**config.mk**
```make
export PLATFORM = sky130hd
export DESIGN_NAME = contador_timeout
export DESIGN_NICKNAME = d
export VERILOG_FILES = /design/src/rtl/rodada_unidade_controle_pkg.sv /design/src/rtl/rodada_unidade_controle_contador_timeout.sv
export SDC_FILE = /design/constraint.sdc
export NUM_CORES = 1
export LEC_CHECK = 0
export BUFFER_PORTS_ARGS = -buffer_cell sky130_fd_sc_hd__buf_2
export CELL_PAD_IN_SITES_DETAIL_PLACEMENT = 0
export CELL_PAD_IN_SITES_GLOBAL_PLACEMENT = 1
export CORE_AREA = 8 8 52 54
export DETAILED_ROUTE_END_ITERATION = 10
export DIE_AREA = 0 0 60 62
export GPL_TIMING_DRIVEN = 0
export HOLD_SLACK_MARGIN = 0.06
export PLACE_DENSITY = 0.66
export RECOVER_POWER = 50
export SLEW_MARGIN = 20
export SYNTH_ARGS = -nofsm -noshare
export SYNTH_HDL_FRONTEND = slang
export SYNTH_SLANG_ARGS = --single-unit
```
**constraint.sdc**
```tcl
create_clock -name clock -period 1.5 [get_ports clock]
set_input_delay 0.3 -clock clock [delete_from_list [all_inputs] [get_ports clock]]
set_output_delay 0.3 -clock clock [all_outputs]
set_load 0.05 [all_outputs]
```
**src/rtl/rodada_unidade_controle_pkg.sv**
```systemverilog
// Shared definitions for the memory-game round control unit: state codes,
// strobe bundle and the default inactivity timeout.
package rodada_unidade_controle_pkg;

  localparam int unsigned TIMEOUT_CICLOS_PADRAO = 5000;

  typedef enum logic [3:0] {
    INICIAL        = 4'h0,
    PREPARACAO     = 4'h1,
    INICIA_RODADA  = 4'h2,
    ESPERA_JOGADA  = 4'h4,
    REGISTRA       = 4'h5,
    COMPARA        = 4'h6,
    PROXIMA_JOGADA = 4'h7,
    PROXIMA_RODADA = 4'h8,
    FIM_ACERTOS    = 4'hC,
    FIM_TIMEOUT    = 4'hD,
    FIM_ERRO       = 4'hE
  } estado_t;

  typedef struct packed {
    logic zera_e;
    logic conta_e;
    logic zera_l;
    logic conta_l;
    logic zera_r;
    logic registra_r;
    logic acertou;
    logic errou;
    logic timeout;
    logic pronto;
  } saidas_t;

  // Moore decode: strobes depend on the state alone.
  function automatic saidas_t decodifica(input estado_t e);
    saidas_t s;
    s = '0;
    case (e)
      INICIAL, PREPARACAO: begin
        s.zera_e = 1'b1;
        s.zera_l = 1'b1;
        s.zera_r = 1'b1;
      end
      INICIA_RODADA:  s.zera_e = 1'b1;
      REGISTRA:       s.registra_r = 1'b1;
      PROXIMA_JOGADA: s.conta_e = 1'b1;
      PROXIMA_RODADA: s.conta_l = 1'b1;
      FIM_ACERTOS: begin
        s.acertou = 1'b1;
        s.pronto  = 1'b1;
      end
      FIM_TIMEOUT: begin
        s.timeout = 1'b1;
        s.pronto  = 1'b1;
      end
      FIM_ERRO: begin
        s.errou  = 1'b1;
        s.pronto = 1'b1;
      end
      default: ;
    endcase
    return s;
  endfunction

endpackage

```
**src/rtl/rodada_unidade_controle_contador_timeout.sv**
```systemverilog
// Inactivity timer: counts while conta is high, cleared by zera; fim flags
// the last allowed cycle (count == M-1).
module contador_timeout
  import rodada_unidade_controle_pkg::*;
#(
  parameter int unsigned M = TIMEOUT_CICLOS_PADRAO
) (
  input  logic clock,
  input  logic reset,
  input  logic zera,
  input  logic conta,
  output logic fim
);

  localparam int unsigned W = (M > 1) ? $clog2(M) : 1;
  localparam logic [W-1:0] ULTIMO = W'(M - 1);

  logic [W-1:0] count_q, count_d;

  always_comb begin
    count_d = count_q;
    if (zera) begin
      count_d = '0;
    end else if (conta) begin
      count_d = count_q + W'(1);
    end
  end

  always_ff @(posedge clock or posedge reset) begin
    if (reset) begin
      count_q <= '0;
    end else begin
      count_q <= count_d;
    end
  end

  assign fim = (count_q == ULTIMO);

endmodule

```
==> results.md <==
* Status: complete, but fails checks
* Failing checks: negative setup slack
* Placer Congestion at ~0.77
* Slowest CP cell: or4_4
* Final hold slack at between 0.3 and 0.4 ns
* Initial Util at 0.383
* Layout Skew at 0.00208 ns
* CTS tree: done
* Worst Path Buf+Inv at 1
* IO buf count at 2
* Die Area at 3720 um^2
* First-pass GRT wire length at 2720 um
* Grt ovf at 0
* GRT Util Overall at 0.100
* Critical-path cell list: or4_4 > nor4_4 > buf_6
* Post-Layout Inst Area at approximately 960 um^2
* Maximum VDD drop at ~0.00040 V
* Multi-input logic area at between 400 and 500 um^2
* Synth Cell Area at 728 um^2
* Fillers at about 170
* Top-Level Pins at 5
* Slew Viols, Final at 0
* DR DRC count at 0
* Register area share after synthesis at 0.447
* Fmax at 512 MHz
* Crit path max fanout at 2
* PD cells at 676 nW/um^2
* Num CTS Buffers at 3
* Vias in the first global route at ~590
* Hold crit path type: in2reg
* Netlist cell types at 23
* CP Class: reg2out
* CP Capture Type: primary output
* Share of cells above drive strength 1 at 0.437
* Via/cell ratio at between 5 and 6
* Drt first-iter violations at 8
* Post-Synthesis Net Count at just under 80
* Core area at roughly 1900 um^2
* Post-DP HPWL at 1020 um
* Arr. time, crit path at 1.65 ns
* Die height at 62 um
* Clock Tree Root: clkbuf_4
* Cell Area, Placed at between 700 and 800 um^2
* Initial antenna violation count at 0
* Setup violations, final at 1
* Worst-Skew Late Latency at 0.28 ns
* Mapped Cells at 74
* Final Power at roughly 0.00065 W
* DRT antenna net count at 0
* Min Tclk post-route at between 1.5 and 2 ns
* Unrepaired setup endpoints after global routing: true
* Wirelength, routed at between 1500 and 2000 um
* DR pass1 iterations at 4
* Crit path required time at 1.20 ns
* Die width at 60 um
* P&R area growth vs syn at 32.5%
* Syn_area_per_cell at about 10 um^2
* Fin nets at slightly above 90
* Max reg flops at 13
* Wirelength per Cell at roughly 14 um
* Register area at about 330 um^2
* Clk slew on worst S/H paths at 0.09 ns
* Final WS setup at -0.452 ns
* Slew HR at 0.670
* Crit-path leading delay family: simple AND/OR/NAND/NOR gates
* Htree depth at 1
* CP Launch Type: register
* Worst stage delay on the critical path at 0.54 ns
* Leakage power total at between 0.3 and 0.4 nW
* Largest net degree at the start of global routing at 14
* Most flops, register: count_q
* Max-cap violation count at 0
* Biggest regs: count_q: 13 flops
* Final hold vios at 0
* CTS Buffer Depth at 2
* Slew @ Worst Pin at between 0.4 and 0.5 ns
* Clock sinks at 13
* Post-synthesis register bit count at 13
* Via Count at just under 600
* Part of the cycle the worst path needs at 1.30
* # rows at 16
* Synth Warn # at 0
* Inserted Diodes at 0
-- metrics by stage --
stage,setup TNS (ns),instances,worst slack (ns),util
4_1_cts,-0.490,113,-0.455,0.481
3_3_place_gp,-0.532,103,-0.270,0.416
6_report,-0.452,114,-0.452,0.507
3_5_place_dp,-0.508,103,-0.267,0.416
5_1_grt,-0.550,114,-0.518,0.507
2_1_floorplan,-0.339,74,-0.339,-
-- final timing paths --
kind	from	endpoint	slack [ns]	cells after the start
max	count_q[11]	fim	-0.45	3
min	conta	count_q[0]	0.35	3
max reg2reg	count_q[4]	count_q[7]	0.08	4
min reg2reg	count_q[0]	count_q[0]	0.62	2
max in group asynchronous	reset	count_q[3]	0.57	3
min in group asynchronous	reset	count_q[8]	0.57	3
-- power by group --
group | switching [W] | internal, W
Sequential | 0.0000102 | 0.000357
Clock | 0.000133 | 0.0000990
Combinational | 0.0000301 | 0.0000227
Total | 0.000173 | 0.000479
-- final cells by class --
type,instances,share of cell area
plain buffers,3,0.0311
clock buffers,3,0.0233
clock inverters,1,0.00519
inverters,3,0.0117
multi-input cells,55,0.477
flip-flops and latches,13,0.342
well taps,27,0.0350
repair buffers,9,0.0739
-- logic make-up after synthesis --
kind of cell	Yosys count	synth area share
AND/OR/NAND/NOR	35	0.263
buffers and inverters	6	0.0567
AO/OA/AOI/OAI	10	0.0928
adder cells (fa/ha/maj)	1	0.0172
flip-flops	13	0.447
multiplexers	5	0.0756
XOR/XNOR	4	0.0481
-- cell usage after synthesis, drive strengths merged --
library cell	number	area (um^2)
xor2	3	26.3
or4bb	1	11.3
o21ai	2	10.0
dfrtp	13	325
nand2	5	18.8
a21oi	4	20.0
ha	1	12.5
nor4	5	31.3
mux2	4	45.0
nor2b	4	25.0
o2111ai	1	15.0
mux2i	1	10.0
inv	3	11.3
buf	3	30.0
nand3	3	15.0
xnor2	1	8.76
nor2	9	33.8
or3	1	7.51
nand4	3	18.8
o31ai	3	22.5
or4	4	30.0
-- what timing repair did --
| action | in CTS | in global routing |
|---|---|---|
| hold buffers | 1 | 0 |
| buffers inserted | 5 | 1 |
| pin swaps | 2 | 5 |
| hold endpoints to repair | 13 | 0 |
| resized for setup | 11 | 9 |
| setup endpoints to repair | 7 | 8 |
-- worst reg2reg max path, stage by stage (launching register included) --
cell	delay [ns]
dfrtp_1	0.36
buf_4	0.14
o2111ai_4	0.16
or4_1	0.49
a21oi_1	0.18
-- metal layers --
layer  GRT usage  share of wire  vias to the layer above
met5           0              0                        -
met1       0.118           0.48                      279
li1            -              -                      300
met2       0.162           0.48                        7
met4      0.0272         0.0039                        0
met3      0.0453          0.040                        2
-- cells in the final DEF (no fill, tap or decap), types with 3 or more instances in the layout --
cell      Yosys  routed
dfrtp_1      13       9
dfrtp_2       0       4
inv_1         3       3
or4_1         4       3
o31ai_1       3       3
nor2_1        9       9
xor2_1        3       3
nand2_1       5       4
nand4_1       3       3
nor4_2        0       4
buf_4         1       7
mux2_2        4       4
clkbuf_4      0       3
nor2b_1       4       4
buf_6         2       3
Note: power is estimated with default switching activity, not from simulation.
